===== config.mk =====
export PLATFORM = sky130hd
export DESIGN_NAME = alu_bist_ctrl
export DESIGN_NICKNAME = d
export VERILOG_FILES = /design/src/rtl/alu_bist_ctrl.sv
export SDC_FILE = /design/constraint.sdc
export NUM_CORES = 1
export LEC_CHECK = 0
export BUFFER_PORTS_ARGS = -buffer_cell sky130_fd_sc_hd__buf_4
export CAP_MARGIN = 20
export CORE_MARGIN = 2
export CORE_UTILIZATION = 40
export CTS_BUF_LIST = sky130_fd_sc_hd__clkbuf_16
export CTS_CLUSTER_DIAMETER = 120
export DETAILED_ROUTE_END_ITERATION = 8
export GPL_TIMING_DRIVEN = 0
export PLACE_DENSITY_LB_ADDON = 0.3
export SLEW_MARGIN = 20
export SYNTH_ARGS = -nofsm -noshare
export SYNTH_HDL_FRONTEND = slang
export SYNTH_SLANG_ARGS = --single-unit

===== constraint.sdc =====
create_clock -name clk -period 5.5 [get_ports clk]
set_input_delay 0.825 -clock clk [delete_from_list [all_inputs] [get_ports clk]]
set_output_delay 0.825 -clock clk [all_outputs]
set_load 0.02 [all_outputs]

===== src/rtl/alu_bist_ctrl.sv =====
`default_nettype none
// ============================================================================
// Module   : alu_bist_ctrl
// Purpose  : Sweeps 32 opcode/operand vectors into a combinational ALU and
//            compresses x/y results into a 16-bit MISR checked against golden.
// Revision : 1.0 - initial release
// ============================================================================
module alu_bist_ctrl #(
    parameter int WIDTH  = 8,
    parameter int SETTLE = 1
) (
    input  logic             clk,
    input  logic             rst_n,
    input  logic             start,
    input  logic             abort,
    input  logic [WIDTH-1:0] seed_a,
    input  logic [WIDTH-1:0] seed_b,
    input  logic [15:0]      golden,
    output logic [3:0]       alu_opcode,
    output logic [WIDTH-1:0] alu_a,
    output logic [WIDTH-1:0] alu_b,
    input  logic [WIDTH-1:0] alu_x,
    input  logic [WIDTH-1:0] alu_y,
    output logic             busy,
    output logic             done,
    output logic             pass,
    output logic [15:0]      signature
);

    localparam int              c_CW          = (SETTLE > 1) ? $clog2(SETTLE) : 1;
    localparam logic [c_CW-1:0] c_SETTLE_LOAD = c_CW'(SETTLE - 1);
    localparam logic [4:0]      c_LAST_VEC    = 5'd31;

    typedef enum logic [1:0] {
        S_IDLE    = 2'd0,
        S_DRIVE   = 2'd1,
        S_CAPTURE = 2'd2,
        S_DONE    = 2'd3
    } state_t;

    state_t           r_state;
    logic [4:0]       r_idx;
    logic [c_CW-1:0]  r_settle;
    logic [WIDTH-1:0] r_seed_a;
    logic [WIDTH-1:0] r_seed_b;

    logic [2*WIDTH-1:0] w_xy;
    logic [15:0]        w_xy16;
    logic               w_fb;
    logic [15:0]        w_sig_next;
    logic [4:0]         w_idx_next;

    assign w_xy = {alu_x, alu_y};

    // Results wider than the signature keep their low 16 bits; narrower ones are zero-padded.
    generate
        if (2 * WIDTH >= 16) begin : g_fold_trunc
            assign w_xy16 = w_xy[15:0];
        end else begin : g_fold_pad
            assign w_xy16 = {{(16 - 2 * WIDTH){1'b0}}, w_xy};
        end
    endgenerate

    assign w_fb       = signature[15] ^ signature[14] ^ signature[12] ^ signature[3];
    assign w_sig_next = {signature[14:0], w_fb} ^ w_xy16;
    assign w_idx_next = r_idx + 5'd1;

    always_ff @(posedge clk or negedge rst_n) begin
        if (!rst_n) begin
            r_state    <= S_IDLE;
            r_idx      <= 5'd0;
            r_settle   <= '0;
            r_seed_a   <= '0;
            r_seed_b   <= '0;
            alu_opcode <= 4'd0;
            alu_a      <= '0;
            alu_b      <= '0;
            busy       <= 1'b0;
            done       <= 1'b0;
            pass       <= 1'b0;
            signature  <= 16'h0000;
        end else begin
            done <= 1'b0;
            case (r_state)
                S_IDLE: begin
                    if (start && !abort) begin
                        r_seed_a   <= seed_a;
                        r_seed_b   <= seed_b;
                        signature  <= 16'hFFFF;
                        pass       <= 1'b0;
                        r_idx      <= 5'd0;
                        alu_opcode <= 4'd0;
                        alu_a      <= seed_a;
                        alu_b      <= seed_b;
                        r_settle   <= c_SETTLE_LOAD;
                        busy       <= 1'b1;
                        r_state    <= S_DRIVE;
                    end
                end
                S_DRIVE: begin
                    if (abort) begin
                        busy    <= 1'b0;
                        r_state <= S_IDLE;
                    end else if (r_settle == '0) begin
                        r_state <= S_CAPTURE;
                    end else begin
                        r_settle <= r_settle - 1'b1;
                    end
                end
                S_CAPTURE: begin
                    if (abort) begin
                        busy    <= 1'b0;
                        r_state <= S_IDLE;
                    end else begin
                        signature <= w_sig_next;
                        if (r_idx == c_LAST_VEC) begin
                            // pass is resolved from the final signature so it is valid alongside done.
                            busy    <= 1'b0;
                            done    <= 1'b1;
                            pass    <= (w_sig_next == golden);
                            r_state <= S_DONE;
                        end else begin
                            r_idx      <= w_idx_next;
                            alu_opcode <= w_idx_next[3:0];
                            alu_a      <= w_idx_next[4] ? {WIDTH{1'b1}} : r_seed_a;
                            alu_b      <= w_idx_next[4] ? {WIDTH{1'b0}} : r_seed_b;
                            r_settle   <= c_SETTLE_LOAD;
                            r_state    <= S_DRIVE;
                        end
                    end
                end
                S_DONE: begin
                    pass    <= abort ? 1'b0 : (signature == golden);
                    r_state <= S_IDLE;
                end
                default: begin
                    r_state <= S_IDLE;
                end
            endcase
        end
    end

endmodule
`default_nettype wire


== Yosys cells after proc, flatten, opt, wreduce, memory -nomap -nowiden ==
Index checks and enable logic that the tools add are counted.
Word-level totals
  register bits: 63
  input bits: 52
  output and inout bits: 39
  word-level logic and storage cells: 90
Operators by class
  bitwise gates (word level): 4
  add/subtract/negate cells: 2
  equality and inequality tests: 14
  reductions and logical operators: 13
  multiplexer cells: 45
Operators with widths (count)
  2-to-1 mux 8 bit: 8
  equality test 16 bit: 2
  2-to-1 mux 16 bit: 2
  case mux 16 bit (2 select lines): 1
  case mux 8 bit (2 select lines): 2
  bitwise XOR 16 bit: 1
  2-to-1 mux 1 bit: 15
  2-to-1 mux 5 bit: 3
  2-to-1 mux 4 bit: 3
  != test 2 bit, second input constant: 6
  AND reduction 4 bit: 3
  2-to-1 mux 2 bit: 5
  case mux 5 bit (2 select lines): 1
  case mux 1 bit (3 select lines): 3
  case mux 2 bit (4 select lines): 1
  case mux 4 bit (2 select lines): 1
  != test 3 bit, second input constant: 2
  nonzero test 3 bit: 2
  adder 5 x 1 -> 5 bit, second input constant: 1
  equality test 5 bit, second input constant: 1
  AND reduction 5 bit: 1
  equality test 2 bit, second input constant: 2
  AND reduction 2 bit: 2
  AND reduction 3 bit: 1
  other kinds (7): 9

== Depth between registers and ports, before layout ==
Gate-level depths: netlist of the first run.
  word-level depth: 8
  mapped depth: 10
  depth with buffers taken out: 8

== Worst setup path before layout of the first run ==
No wires, ideal clock.
  path type: input-to-reg
  start point: input alu_y[3]
  end point: register pass
  path buffers: 0
  arrival: 2142 ps
  stages: 5
  slack: 3281 ps
  library setup time: 76 ps
  cells stage by stage: xnor2_2 -> xnor2_1 -> or4_1 -> or4_1 -> o21ai_1
Between the ends
  longest elaborated chain between the ends: 5
RTL lines
  start, declared: line 23  | input logic [WIDTH-1:0] alu_y,
  bitwise XOR 16 bit: line 65  | assign w_sig_next = {signature[14:0], w_fb} ^ w_xy16;
  equality test 16 bit: line 120  | pass <= (w_sig_next == golden);
  2-to-1 mux 1 bit: line 116  | if (r_idx == c_LAST_VEC) begin
  2-to-1 mux 1 bit: line 111  | if (abort) begin
  case mux 1 bit (3 select lines): line 84  | case (r_state)
  end signal, assigned: line 120
  end signal, assigned: line 133  | pass <= abort ? 1'b0 : (signature == golden);
  end, declared: line 26  | output logic pass,
Every way passes these cells. The select of a mux whose other input is x is not followed.
A chain may end at the register's enable or synchronous reset.

== Worst setup path after layout of the first run ==
  start point: register r_state[0]
  end point: register alu_b[0]
Between the ends
  longest elaborated chain between the ends: 3
  elaborated cells between the ends (all ways): 8
  those cells by class: 4 x eq/ne; 1 x mux; 3 x reduce/logical
RTL lines
  start, declared: line 41  | state_t r_state;
  start signal, assigned: line 70  | r_state <= S_IDLE;
  start signal, assigned: line 97  | r_state <= S_DRIVE;
  start signal, assigned: line 103  | r_state <= S_IDLE;
  equality test 2 bit or zero test 2 bit (tied branches): line 84
  != test 2 bit (no source line) or nonzero test 2 bit (tied branches)
  AND reduction 4 bit (no source line)
  end signal, assigned: line 126  | alu_b <= w_idx_next[4] ? {WIDTH{1'b0}} : r_seed_b;
  end, declared: line 21  | output logic [WIDTH-1:0] alu_b,
Several ways; a longest one is shown, not always the timed one.

==> results of run 1 <==
[layout by cell type (no fill, tap or decap), drive strengths merged]
| cell type | n |
|---|---|
| mux2 | 18 |
| nand2b | 4 |
| nor3 | 1 |
| inv | 6 |
| a22o | 2 |
| nor2 | 19 |
| a31oi | 1 |
| a21oi | 26 |
| o21ai | 18 |
| clkinv | 4 |
| nor4 | 1 |
| a21o | 1 |
| xnor3 | 1 |
| o31ai | 1 |
| nand4 | 4 |
| o22ai | 9 |
| dfrtp | 58 |
| clkbuf | 19 |
| nand3 | 3 |
| and4 | 1 |
| and3 | 4 |
| xnor2 | 41 |
| nand2 | 21 |
| and2 | 2 |
| nor2b | 9 |
| mux2i | 1 |
| bufinv | 2 |
| buf | 97 |
| clkinvlp | 1 |
| or4 | 4 |
| ha | 7 |
| a221oi | 1 |
| xor2 | 10 |
[worst min-delay path: cells and delay by family, from the launching register on]
| family | cells | cell delay (ns) |
|---|---|---|
| simple gates | 1 | 0.05 |
| flops | 1 | 0.34 |
| compound gates | 1 | 0.06 |
[per-stage QoR]
step	setup slack [ns]	cells	hold WS (ns)	util (%)	total power, mW
global route	2.600	496	0.5051	56.88	2.381
finish	2.860	496	0.4799	56.88	2.240
floorplan	3.281	291	0.4502	-	1.311
detailed placement	2.870	480	0.4762	52.51	1.654
global placement	2.917	480	0.4683	52.51	1.627
CTS	2.854	496	0.4883	56.88	2.258
[final timing paths]
kind                                         from                        to  slack, ns  cells after the start
setup / recovery           r_state[0]$_DFFE_PN0N_      alu_b[0]$_DFFE_PN0P_       2.86                     10
hold / removal               alu_b[4]$_DFFE_PN0P_      alu_b[4]$_DFFE_PN0P_       0.48                      2
setup reg to reg           r_state[0]$_DFFE_PN0N_      alu_b[0]$_DFFE_PN0P_       2.86                     10
hold reg to reg              alu_b[4]$_DFFE_PN0P_      alu_b[4]$_DFFE_PN0P_       0.48                      2
max in group asynchronous                   rst_n      alu_b[5]$_DFFE_PN0P_       4.42                      1
min in group asynchronous                   rst_n  signature[9]$_DFFE_PN0P_       0.56                      1
[flip-flops by register name, indices dropped and copies added (netlist names)]
name        count
r_seed_a        8
alu_opcode      3
r_seed_b        8
r_state         2
alu_b           8
alu_a           8
r_idx           2
pass            1
busy            1
done            1
signature      16
[cells by family after synthesis]
group | after synthesis | synth area share (%)
AO/OA/AOI/OAI | 59 | 10.70
XOR/XNOR | 52 | 16.23
adder cells (fa/ha/maj) | 7 | 2.891
buffers and inverters | 23 | 3.387
flip-flops | 58 | 47.91
multiplexers | 19 | 7.022
AND/OR/NAND/NOR | 73 | 11.85
[layout make-up]
cell class                 count  area (um2)  share of cell area, %
multi-input combinational    210        1475                  35.57
sequential                    58        1451                  34.99
timing repair buffer          90       675.6                  16.29
clock buffer                   9       225.2                  5.430
tap                           99       123.9                  2.986
clock inverter                 7       93.84                  2.262
buffer                        17       80.08                  1.931
inverter                       6       22.52                 0.5430
[routing by layer]
| metal | wire length, um | vias to the layer above | part of all wire [%] | GRT usage, % |
|---|---|---|---|---|
| met1 | 3494 | 1188 | 46 | 26.08 |
| li1 | - | 1192 | - | - |
| met3 | 255 | 12 | 3.4 | 3.402 |
| met2 | 3632 | 63 | 48 | 29.81 |
| met4 | 147 | 0 | 2.0 | 7.702 |
| met5 | 0 | - | 0 | 0 |
[power by group]
group	internal (mW)	switching, mW
combinational	0.432	0.475
sequential	0.596	0.139
clock	0.395	0.202
==> results.json, run 1 <==
{
  "synth.avg_cell_area_um2": 10.41,
  "layout-drive-gt1-share_pct": 33.00,
  "fin_area_mm2": 0.004148,
  "area.growth.synth_to_final_pct": 36.93,
  "synthTopCellsByArea": "dfrtp_1 (48%), xnor2_1 (11%), mux2_2 (6.7%), a21oi_1 (4.3%), ha_1 (2.9%)",
  "cts_inserted_buffers": 9,
  "dieArea_mm2": 0.008285,
  "antenna_found_initial": 0,
  "fill_cells": 688,
  "cp.arrival_ns": 2.82,
  "rsz0062_at_grt": "false",
  "cts_resized": 0,
  "synth_commonest_cells": "dfrtp_1 (58), xnor2_1 (38), a21oi_1 (26), nand2_1 (21), nor2_1 (19)",
  "ys_warn_count": 0,
  "run_status": "finished clean",
  "crit_required_ns": 5.68,
  "cp_slowest_stage_delay_ns": 0.43,
  "yosysSeqAreaShare_pct": 47.91,
  "tightest_slew_ns": 0.7606,
  "crit_family": "buffers and inverters",
  "synth_top_area_share_pct": 47.91,
  "syn_inst": 291,
  "critical_path_class": "register to register",
  "grt_usage_pct": 19.01,
  "crit_fanout": 10,
  "cts.clk_slew.worst_paths_ns": 0.06,
  "final_nets": 451,
  "power_density_mw_per_mm2": 540.0,
  "cts_setup_buffers": 0,
  "coreArea_mm2": 0.007292,
  "root_buffer": "clkbuf_16",
  "drc": 0,
  "fmax_mhz": 378.8,
  "ys_ff_latch": 58,
  "die_h_um": 91.02,
  "grt_pass1_wl_um": 12410,
  "cp-end-kind": "register",
  "ios": 91,
  "cp_cell_sequence": "inv_1 -> ha_1 -> clkbuf_1 -> mux2_2 -> and2_1 -> clkbuf_1 -> nand2_1 -> clkbuf_1 -> nand2_1 -> o21ai_0",
  "slew_viol_final": 0,
  "min_path_type": "register to register",
  "place_hpwl_um": 5494,
  "cts_tree": "yes",
  "die_w_um": 91.02,
  "num_vias": 2455,
  "clkLatencyLatePin_ns": 0.32,
  "wl_um": 7530,
  "diodes": 0,
  "synth.lib_cells_used.distinct": 34,
  "clk_path_buf_depth": 2,
  "postPlaceCellArea_mm2": 0.003829,
  "tns_ns": 0,
  "postSynth.asyncResetShare_pct": 100.0,
  "dr.pass1.iters": 4,
  "grt_overflow": 0,
  "grt_max_degree": 59,
  "vias_per_cell": 4.950,
  "h-tree-depth": 3,
  "io_buffers": 90,
  "synth-edff-count": 0,
  "start_util_pct": 41.54,
  "critPathLaunchType": "register",
  "relSlewSlack_pct": 49.29,
  "irDropWorstVdd_v": 0.0002499,
  "min_period_ns": 2.640,
  "cts.sinks": 58,
  "drtIter0Drc": 130,
  "ys.flop_type": "dfrtp_1",
  "final_hold_viol_count": 0,
  "fin_skew_ns": 0.007416,
  "syn_nets": 350,
  "cpMaxStageDelayCell": "dfrtp_1",
  "yosys.cell_count.top_type": "dfrtp_1",
  "ctsHoldBuffers": 0,
  "rows": 31,
  "p_leak_nw": 1.881,
  "grt_pass1_vias": 2544,
  "synth_top_area_cell": "dfrtp_1",
  "max_cap_violations": 0,
  "crit_path_frequent_cell": "clkbuf_1",
  "critPathBufInv": 4,
  "fin_crit_sh_pct": 48.00,
  "setup_violations": 0,
  "syn-cell-area_mm2": 0.003029,
  "finalWeightedCongestion": 0.8635,
  "ant_nets": 0,
  "wire_per_inst_um": 15.18
}
Note: power is estimated with default switching activity, not from simulation.
==> run 2: changes to the inputs <==
==> constraint.sdc (replaced) <==
create_clock -name clk -period 2.7 [get_ports clk]
set_input_delay 0.405 -clock clk [delete_from_list [all_inputs] [get_ports clk]]
set_output_delay 0.405 -clock clk [all_outputs]
set_load 0.02 [all_outputs]
==> results.json, run 2 (synthesis gave the netlist of run 1 again) <==
{
  "place_hpwl_um": 5494,
  "rows": 31,
  "die_h_um": 91.02,
  "h-tree-depth": 3,
  "sw_frac_of_total_pct": 36.36,
  "clk_path_buf_depth": 2,
  "fin_crit_sh_pct": 91.90,
  "postLayoutCoreUtil_pct": 56.78,
  "seqPwrFrac_pct": 32.8,
  "power_density_mw_per_mm2": 1100,
  "wire_per_inst_um": 15.17,
  "rr_startpoint": "r_state[0]$_DFFE_PN0N_",
  "root_buffer": "clkbuf_16",
  "critical_path_class": "register to register",
  "ios": 91,
  "layout_commonest_cell": "buf_4",
  "slew_viol_final": 0,
  "final_nets": 449,
  "irDropWorstVdd_v": 0.0005088,
  "vias_per_cell": 4.913,
  "power.share.combinational_pct": 40.5,
  "fin_skew_ns": 0.008580,
  "crit_start": "r_state[0]$_DFFE_PN0N_",
  "drc": 0,
  "grt_pass1_vias": 2544,
  "diodes": 0,
  "max_cap_violations": 0,
  "layout.area.seq_mm2": 0.001451,
  "cp.arrival_ns": 2.66,
  "tightest_slew_ns": 0.7522,
  "finalWeightedCongestion": 0.8635,
  "grt_max_degree": 59,
  "area.growth.synth_to_final_pct": 36.68,
  "multi_input_area_mm2": 0.001475,
  "min_period_ns": 2.481,
  "dieArea_mm2": 0.008285,
  "cts_resized": 0,
  "p_int_mw": 2.899,
  "place_ws_ns": 0.06976,
  "cp-end-kind": "register",
  "run_status": "finished clean",
  "clkLatencyLatePin_ns": 0.33,
  "final_hold_viol_count": 0,
  "crit_required_ns": 2.88,
  "cts_tree": "yes",
  "fin_ws_ns": 0.2186,
  "cts.clk_slew.worst_paths_ns": 0.06,
  "num_vias": 2427,
  "io_buffers": 90,
  "wl_um": 7493,
  "tns_ns": 0,
  "power_switching_mw": 1.656,
  "ff2ff_setup_slack_ns": 0.22,
  "start_util_pct": 41.54,
  "cts_inserted_buffers": 9,
  "layout-drive-gt1-share_pct": 33.16,
  "min_path_type": "input pin to async pin",
  "critPathLaunchType": "register",
  "largest_reg_flops": 16,
  "die_w_um": 91.02,
  "coreArea_mm2": 0.007292,
  "grt_overflow": 0,
  "power_frac_clock_pct": 26.7,
  "final_cell_mix": "buf_4 (94), dfrtp_1 (58), xnor2_1 (38)",
  "ant_nets": 0,
  "fmax_mhz": 403.0,
  "p_leak_nw": 1.879,
  "rsz0062_at_grt": "false",
  "antenna_found_initial": 0,
  "drtIter0Drc": 120,
  "relSlewSlack_pct": 49.85,
  "cts.sinks": 58,
  "grt_pass1_wl_um": 12410,
  "dr.pass1.iters": 4,
  "cts_setup_buffers": 0,
  "fill_cells": 688,
  "regMostFlops": "signature",
  "grt_usage_pct": 19.01,
  "ctsHoldBuffers": 0,
  "setup_violations": 0,
  "crit_fanout": 10
}
run 2: path summary, 6_finish.rpt:
path                                       endpoint  cells past startpoint
max in group asynchronous      alu_b[5]$_DFFE_PN0P_                      1
max                            alu_a[5]$_DFFE_PN0P_                      8
min                        signature[9]$_DFFE_PN0P_                      1
max reg2reg                    alu_a[5]$_DFFE_PN0P_                      8
min reg2reg                    alu_b[4]$_DFFE_PN0P_                      2
min in group clk             r_state[1]$_DFFE_PN0N_                      2
run 2: worst max-delay path, cell delays in order, from the launching register on:
cell	delay, ns
dfrtp_1	0.43
inv_1	0.10
ha_1	0.14
buf_2	0.18
mux2_2	0.35
and2_1	0.27
nand2_1	0.26
clkbuf_1	0.41
o21ai_0	0.18
run 2: per-layer routing:
layer | global-route usage, % | wire length (um) | vias to the layer above
li1 | - | - | 1187
met1 | 26.08 | 3470 | 1177
met2 | 29.81 | 3644 | 53
met3 | 3.402 | 247 | 10
met4 | 7.702 | 131 | 0
met5 | 0 | 0 | -
run 2: per-stage QoR:
stage	hold WS (ns)	instances	area, um2	total power, mW
after detailed placement	0.4762	480	3829	3.368
after global routing	0.2062	494	4140	4.846
after CTS	0.1817	496	4148	4.601
after floorplan	0.1094	291	3029	2.670
final	0.1441	494	4140	4.556
after global placement	0.4683	480	3829	3.314
run 2: power by group through the flow:
stage	clock network, mW	registers, mW	logic, mW
finish	1.22	1.50	1.84
floorplan	0	1.69	0.981
global route	1.28	1.55	2.02
detailed placement	0	1.51	1.86
global placement	0	1.49	1.82
CTS	1.23	1.50	1.87
run 2: cell type report:
cell class	instances	share of cell area, %
clock buffer	9	5.440
multi-input combinational	210	35.63
buffer	15	1.753
timing repair buffer	90	16.32
tap	99	2.992
inverter	6	0.5440
clock inverter	7	2.267
sequential	58	35.06
==> run 3: changes to the inputs <==
==> constraint.sdc (replaced) <==
create_clock -name clk -period 2.6 [get_ports clk]
set_input_delay 0.39 -clock clk [delete_from_list [all_inputs] [get_ports clk]]
set_output_delay 0.39 -clock clk [all_outputs]
set_load 0.02 [all_outputs]
==> results.json, run 3 (synthesis gave the netlist of run 1 again) <==
{
  "run_status": "finished clean",
  "fin_skew_ns": 0.008705,
  "grt_max_degree": 59,
  "dpl.cell_count": 480,
  "fin_crit_sh_pct": 90.21,
  "setup_violations": 0,
  "p_leak_nw": 1.887,
  "finalWeightedCongestion": 0.8635,
  "grt_use_met2_pct": 30.06,
  "dr.pass1.iters": 4,
  "sw_frac_of_total_pct": 36.37,
  "clk_path_buf_depth": 2,
  "cp_cell_sequence": "ha_1 -> and3_1 -> ha_1 -> nand2b_1 -> a221oi_1 -> nand4_1 -> or4_1 -> o21ai_1",
  "clkLatencyLatePin_ns": 0.33,
  "ios": 91,
  "crit_family": "simple AND/OR/NAND/NOR gates",
  "power_frac_clock_pct": 26.7,
  "final_cell_mix": "buf_4 (94), dfrtp_1 (58), xnor2_1 (38)",
  "cts_setup_buffers": 0,
  "cts_resized": 0,
  "crit_start": "alu_opcode[0]$_DFFE_PN0P_",
  "ff2ff_setup_slack_ns": 0.25,
  "cts_inserted_buffers": 9,
  "crit_fanout": 5,
  "final_nets": 449,
  "h-tree-depth": 3,
  "crit_path_frequent_cell": "ha_1",
  "critPathLaunchType": "register",
  "cpMaxStageDelayCell": "or4_1",
  "regMostFlops": "signature",
  "rr_startpoint": "alu_opcode[0]$_DFFE_PN0P_",
  "min_period_ns": 2.345,
  "rows": 31,
  "critPathBufInv": 0,
  "cts.sinks": 58,
  "vias_per_cell": 4.955,
  "critical_path_class": "register to register",
  "num_vias": 2448,
  "dieArea_mm2": 0.008285,
  "grtUsageMet1_pct": 25.87,
  "antenna_found_initial": 0,
  "max_cap_violations": 0,
  "cp-end-kind": "register",
  "rsz0062_at_grt": "false",
  "fmax_mhz": 426.4,
  "layout_commonest_cell": "buf_4",
  "drc": 0,
  "die_h_um": 91.02,
  "crit_required_ns": 2.85,
  "min_path_type": "input pin to async pin",
  "seqPwrFrac_pct": 32.8,
  "cts.clk_slew.worst_paths_ns": 0.05,
  "power.share.combinational_pct": 40.5,
  "area.growth.synth_to_final_pct": 36.80,
  "grt_pass1_vias": 2547,
  "largest_reg_flops": 16,
  "grt_usage_pct": 19.01,
  "irDropWorstVdd_v": 0.0005284,
  "wl_um": 7502,
  "crit_cells": 8,
  "layout-drive-gt1-share_pct": 33.92,
  "coreArea_mm2": 0.007292,
  "power_switching_mw": 1.723,
  "ctsHoldBuffers": 0,
  "slew_viol_final": 0,
  "cp.arrival_ns": 2.59,
  "wire_per_inst_um": 15.19,
  "drtIter0Drc": 127,
  "finalNonFillerCells": 494,
  "start_util_pct": 41.54,
  "fill_cells": 685,
  "relSlewSlack_pct": 49.43,
  "root_buffer": "clkbuf_16",
  "reg2regPathDepth": 8,
  "fin_ws_ns": 0.2546,
  "power_density_mw_per_mm2": 1143,
  "tightest_slew_ns": 0.7585,
  "grt_overflow": 0,
  "ant_nets": 0,
  "busiest_layer": "met2",
  "die_w_um": 91.02,
  "place_hpwl_um": 5494,
  "cp_slowest_stage_delay_ns": 0.51,
  "final_hold_viol_count": 0,
  "cts_tree": "yes",
  "p_int_mw": 3.014,
  "r2r-end": "pass$_DFFE_PN0P_",
  "place_ws_ns": -0.03024,
  "diodes": 0,
  "grt_pass1_wl_um": 12410,
  "io_buffers": 90,
  "endpoint": "pass$_DFFE_PN0P_",
  "grt_util_met3_pct": 3.402
}
run 3: cell counts in the layout (fill, tap and decap cells not counted):
No cell type changed its count.
run 3: worst min-delay path by stage:
stage	startpoint	end	depth (start not counted)
floorplan	rst_n	alu_a[0]$_DFFE_PN0P_	0
global placement	alu_a[3]$_DFFE_PN0P_	alu_a[3]$_DFFE_PN0P_	2
detailed placement	alu_b[4]$_DFFE_PN0P_	alu_b[4]$_DFFE_PN0P_	2
CTS	rst_n	signature[9]$_DFFE_PN0P_	1
global route	rst_n	signature[12]$_DFFE_PN0P_	1
finish	rst_n	signature[9]$_DFFE_PN0P_	1
run 3: area by class of cell:
class                           count  area (um2)  share of cell area (%)
Multi-Input combinational cell    210        1475                   35.60
Clock buffer                        9       225.2                   5.435
Tap cell                           99       123.9                   2.989
Clock inverter                      7       93.84                   2.264
Timing Repair Buffer               90       675.6                   16.30
Inverter                            6       22.52                  0.5435
Sequential cell                    58        1451                   35.02
Buffer                             15       76.32                   1.842
run 3: per-stage QoR:
step	util, %	TNS (ns)	hold WS [ns]	area (um2)	power, mW
global placement	52.51	0	0.4683	3829	3.442
detailed placement	52.51	-0.1086	0.4762	3829	3.498
global route	56.83	0	0.1912	4144	5.036
CTS	56.83	0	0.1667	4144	4.775
floorplan	-	0	0.09441	3029	2.773
finish	56.83	0	0.1285	4144	4.737
run 3: power groups by stage:
stage / clock, mW / combinational [mW] / sequential (mW)
after CTS: 1.28 / 1.94 / 1.55
after global routing: 1.33 / 2.10 / 1.61
after global placement: 0 / 1.89 / 1.55
after detailed placement: 0 / 1.93 / 1.57
final: 1.26 / 1.92 / 1.55
after floorplan: 0 / 1.02 / 1.75
run 3: routing by layer:
layer / up-vias / part of all wire (%) / wire length, um
met2: 63 / 49 / 3643
li1: 1188 / - / -
met5: - / 0 / 0
met1: 1187 / 46 / 3479
met3: 10 / 3.3 / 248
met4: 0 / 1.7 / 131
